==> src/rtl/popcount_pkg.sv <==
// Shared types and sizes for the chunked population-count sequencer.
// Also holds the single-bit adder cells the ones-counter is built from.
`timescale 1ns/1ps
package popcount_pkg;

  typedef enum logic [1:0] {
    IDLE = 2'd0,
    RUN  = 2'd1,
    DONE = 2'd2
  } state_e;

  localparam int CHUNK_W     = 8;
  localparam int CHUNK_CNT_W = 4;

  // Returns {carry, sum}.
  function automatic logic [1:0] full_add(input logic a, input logic b, input logic c);
    return {(a & b) | (c & (a ^ b)), a ^ b ^ c};
  endfunction

  function automatic logic [1:0] half_add(input logic a, input logic b);
    return {a & b, a ^ b};
  endfunction

endpackage

==> src/rtl/ones_count8.sv <==
// Combinational 8-input ones-counter (0..8) built as a small adder tree.
`timescale 1ns/1ps
module ones_count8
  import popcount_pkg::*;
(
  input  logic [CHUNK_W-1:0]     bits,
  output logic [CHUNK_CNT_W-1:0] count
);

  logic s0, c0, s1, c1, s2, c2;
  logic s3, c3, s4, c4, c5;
  logic b1, b2, b3;

  // First layer: reduce eight weight-1 bits to three weight-1 sums and three weight-2 carries.
  assign {c0, s0} = full_add(bits[0], bits[1], bits[2]);
  assign {c1, s1} = full_add(bits[3], bits[4], bits[5]);
  assign {c2, s2} = half_add(bits[6], bits[7]);

  assign {c3, s3} = full_add(s0, s1, s2);
  assign {c4, s4} = full_add(c0, c1, c2);
  assign {c5, b1} = half_add(s4, c3);
  assign {b3, b2} = half_add(c4, c5);

  assign count = {b3, b2, b1, s3};

endmodule

==> src/rtl/popcount_seq_ctrl.sv <==
// Time-shares one ones_count8 across the 8-bit chunks of a wide word,
// LSB chunk first, and presents the accumulated total over valid/ready.
`timescale 1ns/1ps
module popcount_seq_ctrl
  import popcount_pkg::*;
#(
  parameter  int DATA_W = 32,
  localparam int CNT_W  = $clog2(DATA_W + 1)
) (
  input  logic              clk,
  input  logic              rst_n,
  input  logic              flush,
  input  logic              in_valid,
  output logic              in_ready,
  input  logic [DATA_W-1:0] in_data,
  output logic              out_valid,
  input  logic              out_ready,
  output logic [CNT_W-1:0]  out_count,
  output logic              busy
);

  localparam int NCHUNK = DATA_W / CHUNK_W;
  localparam int IDX_W  = (NCHUNK > 1) ? $clog2(NCHUNK) : 1;

  state_e            state_q, state_d;
  logic [DATA_W-1:0] word_q, word_d;
  logic [IDX_W-1:0]  idx_q, idx_d;
  logic [CNT_W-1:0]  acc_q, acc_d;

  logic [CHUNK_W-1:0]     chunk;
  logic [CHUNK_CNT_W-1:0] chunk_cnt;
  logic                   last_chunk;

  // rst_n gates in_ready so it reads 0 while reset is held, even though state is already IDLE.
  assign in_ready  = rst_n && (state_q == IDLE) && !flush;
  assign out_valid = (state_q == DONE);
  assign out_count = acc_q;
  assign busy      = (state_q != IDLE);

  always_comb begin
    chunk = '0;
    for (int i = 0; i < NCHUNK; i++) begin
      if (idx_q == IDX_W'(i)) chunk = word_q[i*CHUNK_W +: CHUNK_W];
    end
  end

  ones_count8 u_ones_count8 (
    .bits  (chunk),
    .count (chunk_cnt)
  );

  assign last_chunk = (idx_q == IDX_W'(NCHUNK - 1));

  always_comb begin
    // NOTE: every signal gets its hold value first so no path through the case leaves one unassigned (no latches).
    state_d = state_q;
    word_d  = word_q;
    idx_d   = idx_q;
    acc_d   = acc_q;

    unique case (state_q)
      IDLE: begin
        if (flush) begin
          acc_d = '0;
        end else if (in_valid && in_ready) begin
          word_d  = in_data;
          acc_d   = '0;
          idx_d   = '0;
          state_d = RUN;
        end
      end
      RUN: begin
        if (flush) begin
          acc_d   = '0;
          idx_d   = '0;
          state_d = IDLE;
        end else begin
          acc_d = acc_q + CNT_W'(chunk_cnt);
          idx_d = idx_q + IDX_W'(1);
          if (last_chunk) state_d = DONE;
        end
      end
      DONE: begin
        if (flush) begin
          acc_d   = '0;
          state_d = IDLE;
        end else if (out_ready) begin
          state_d = IDLE;
        end
      end
      default: state_d = IDLE;
    endcase
  end

  // NOTE: sequential state uses non-blocking assignments so every flop samples pre-edge values.
  always_ff @(posedge clk or negedge rst_n) begin
    if (!rst_n) begin
      state_q <= IDLE;
      word_q  <= '0;
      idx_q   <= '0;
      acc_q   <= '0;
    end else begin
      state_q <= state_d;
      word_q  <= word_d;
      idx_q   <= idx_d;
      acc_q   <= acc_d;
    end
  end

endmodule

==> config.mk <==
export PLATFORM = sky130hd
export DESIGN_NAME = popcount_seq_ctrl
export DESIGN_NICKNAME = d
export VERILOG_FILES = /design/src/rtl/popcount_pkg.sv /design/src/rtl/ones_count8.sv /design/src/rtl/popcount_seq_ctrl.sv
export SDC_FILE = /design/constraint.sdc
export NUM_CORES = 1
export LEC_CHECK = 0
export ABC_AREA = 1
export BUFFER_PORTS_ARGS = -buffer_cell sky130_fd_sc_hd__buf_2
export CAP_MARGIN = 30
export CORE_UTILIZATION = 25
export CTS_CLUSTER_DIAMETER = 100
export CTS_CLUSTER_SIZE = 25
export DETAILED_ROUTE_END_ITERATION = 8
export GPL_TIMING_DRIVEN = 0
export REMOVE_ABC_BUFFERS = 1
export SLEW_MARGIN = 10
export SYNTH_ARGS = -nofsm -noshare
export SYNTH_HDL_FRONTEND = slang
export SYNTH_HIERARCHICAL = 1
export SYNTH_SLANG_ARGS = --single-unit
==> constraint.sdc <==
create_clock -name clk -period 6 [get_ports clk]
set_clock_uncertainty 0.1 [all_clocks]
set_input_delay 1.2 -clock clk [delete_from_list [all_inputs] [get_ports clk]]
set_output_delay 1.2 -clock clk [all_outputs]
set_load 0.01 [all_outputs]
==> results.yml <==
run_status:
  status: "finished, final reports clean"
cts:
  cts.sinks: 42
  htreeDepth: 2
  cts-root-buf: "clkbuf_8"
  cts_resized: 0
  cts_buffers: 5
  cts.clk_slew.worst_paths_ns: 0.08
  insertion_delay_ns: 0.30
  ctsLongestPathBuffers: 2
  post_cts_buffers: 0
  ctsHoldBuffers: 0
  tritoncts: "yes"
synthesis:
  synthArstFlopShare_pct: 100
  ys.flop_type: "dfrtp_1"
  netlist_area_mm2: 0.00239
  ys_types: 22
  synth-edff-count: 0
  yosys_warnings: 6
  syn_avg_cell_area_um2: 10.1
  seq_area_frac_synth_pct: 44.0
  ys_seq_elements: 42
  netlist_instances: 237
power:
  vdd_drop_max_mv: 0.172
  power-per-cell-area_mw_per_mm2: 417
  total_leakage_power_nw: 1.51
global_routing:
  grt_max_degree: 44
  antenna_found_initial: 0
  grt_pass1_vias: 1696
  grt_usage_pct: 10.5
  overflow: 0
  grt_pass1_wl_mm: 8.11
timing:
  tightestPinTransition_ns: 0.701
  setup_tns_ns: 0
  slew_violations: 0
  timing.hold.ws_ns: 0.416
  fmax_mhz: 246
  setup_viol: 0
  post-route-period-util_pct: 67.8
  min_period_ns: 4.07
  finalHoldViolCount: 0
  rsz0062_at_grt: "false"
  slew_headroom_pct: 53.2
  setup_ws_ns: 1.93
cells_and_area:
  drive_above_1_share_pct: 29.2
  syn_to_final_growth_pct: 18.1
  diodes: 0
  postLayoutCellArea_mm2: 0.00282
  layout.nets: 330
  final_cells: 406
setup_path:
  worstPathRequired_ns: 6.09
  cp_slowest_cell: "fa_1"
  critPathArrivalTime_ns: 4.16
  end_kind: "flip-flop"
  crit_type: "flip-flop to flip-flop"
  path_max_fanout: 10
  max_stage_delay_ns: 0.54
  start_kind: "flip-flop"
  crit_chain: "inv_1, ha_1, inv_1, o211ai_1, a22oi_1, inv_1, fa_1, fa_1, inv_1, ha_1, ha_1, ha_1, nand2_1, nor2_1, nand2_1, nand3_1, nand3_1, nand2_1, nor2_1"
floorplan:
  fp.dieH_um: 99.8
  num_rows: 35
  core_mm2: 0.00924
  die_area_mm2: 0.00996
  ios: 46
  start_util_pct: 25.9
  die-width_um: 99.8
drt:
  wl_met3_um: 231
  ant_nets: 0
  drc: 0
  met1_length_mm: 2.27
  vias: 1724
  drt-total-wl_mm: 4.82
  wl_per_cell_um: 11.9
  met2_length_mm: 2.24
  first_pass_iters: 4
  top_layer: "met4"
  viasPerCell: 4.25
  drt_iter0_markers: 96
placement:
  routabilityCongestion: 0.762
  dpl_cell_area_mm2: 0.00269
  dp_cells: 398
  place_hpwl_mm: 3.54
  pre_cts_slack_ns: 1.91
  io_buffer_count: 45
worst_hold_path:
  hp-class: "flip-flop to flip-flop"
flow_run:
  cap_violations: 0
==> stage by stage <==
step	utilization (%)	power (W)
floorplan	-	0.000809
global placement	29.1	0.000930
detailed placement	29.1	0.000949
CTS	30.3	0.00120
global route	30.6	0.00129
finish	30.6	0.00118
==> final timing paths <==
check                                  startpoint                  endpoint  cells after the start  slack [ns]
setup / recovery             idx_q[0]$_DFFE_PN0P_  out_count[5]$_DFFE_PN0P_                     19        1.93
hold / removal             word_q[21]$_DFFE_PN0P_    word_q[21]$_DFFE_PN0P_                      1        0.42
setup reg to reg             idx_q[0]$_DFFE_PN0P_  out_count[5]$_DFFE_PN0P_                     19        1.93
hold reg to reg            word_q[21]$_DFFE_PN0P_    word_q[21]$_DFFE_PN0P_                      1        0.42
max in group asynchronous                   rst_n     word_q[1]$_DFFE_PN0P_                      2        4.73
min in group asynchronous                   rst_n  out_count[5]$_DFFE_PN0P_                      1        0.63
==> registers in the layout (all words and copies together), names as in the netlist <==
register	flops
idx_q	2
out_count	6
state_q	2
word_q	32
==> final cells by class <==
type	count	area (µm²)
inverter	30	113
fill	994	6420
timing repair buffer	46	245
tap	129	161
clock buffer	6	82.6
multi-input combinational	152	1140
clock inverter	1	30.0
sequential	42	1050
==> worst max-delay path: cells and delay by family (launching register included) <==
family / cells / cell delay (ns)
AOI/OAI and AO/OA: 2 / 0.29
adders and majority gates: 6 / 2.18
buffers and inverters: 4 / 0.46
DFF: 1 / 0.40
and+or+nand+nor: 7 / 0.52
==> layout by cell type (no fill, tap or decap), drive strengths merged, types with 5 or more instances in the layout <==
cell type,netlist,routed
a21oi,18,18
a22oi,7,7
buf,10,46
clkbuf,3,6
dfrtp,42,42
fa,5,5
ha,11,11
inv,30,30
mux2,25,25
nand2,45,45
nand3,5,5
nor2,17,17
o211ai,7,7
o21ai,8,8
==> logic make-up after synthesis <==
kind of cell,count (synthesis),share of synthesized area [%]
simple gates,69,11.8
buf+inv,43,8.32
fa+ha+maj,16,9.94
compound gates,41,10.2
flops,42,44.0
xor+xnor,1,0.366
mux,25,15.4
==> Yosys cell counts (2+ instances only) <==
| library cell | number | area, µm² |
|---|---|---|
| nand2_1 | 45 | 169 |
| dfrtp_1 | 42 | 1050 |
| inv_1 | 30 | 113 |
| mux2_4 | 23 | 345 |
| a21oi_1 | 18 | 90.1 |
| nor2_1 | 16 | 60.1 |
| ha_1 | 11 | 138 |
| o21ai_0 | 8 | 40.0 |
| a22oi_1 | 7 | 52.6 |
| o211ai_1 | 7 | 52.6 |
| fa_1 | 5 | 100 |
| buf_4 | 4 | 30.0 |
| nand3_1 | 4 | 20.0 |
| buf_1 | 3 | 11.3 |
| buf_6 | 3 | 33.8 |
| clkbuf_1 | 3 | 11.3 |
| mux2_2 | 2 | 22.5 |
| nor3_1 | 2 | 10.0 |
==> where the power goes <==
part / internal (W) / switching, W
clock network: 0.000133 / 0.0000956
registers: 0.000343 / 0.0000370
logic: 0.000265 / 0.000305
==> layer usage <==
layer / track usage, % / vias up
li1: - / 852
met2: 15.8 / 41
met3: 2.65 / 8
met5: 0 / -
met1: 14.5 / 823
met4: 3.73 / 0
Note: power is estimated with default switching activity, not from simulation.
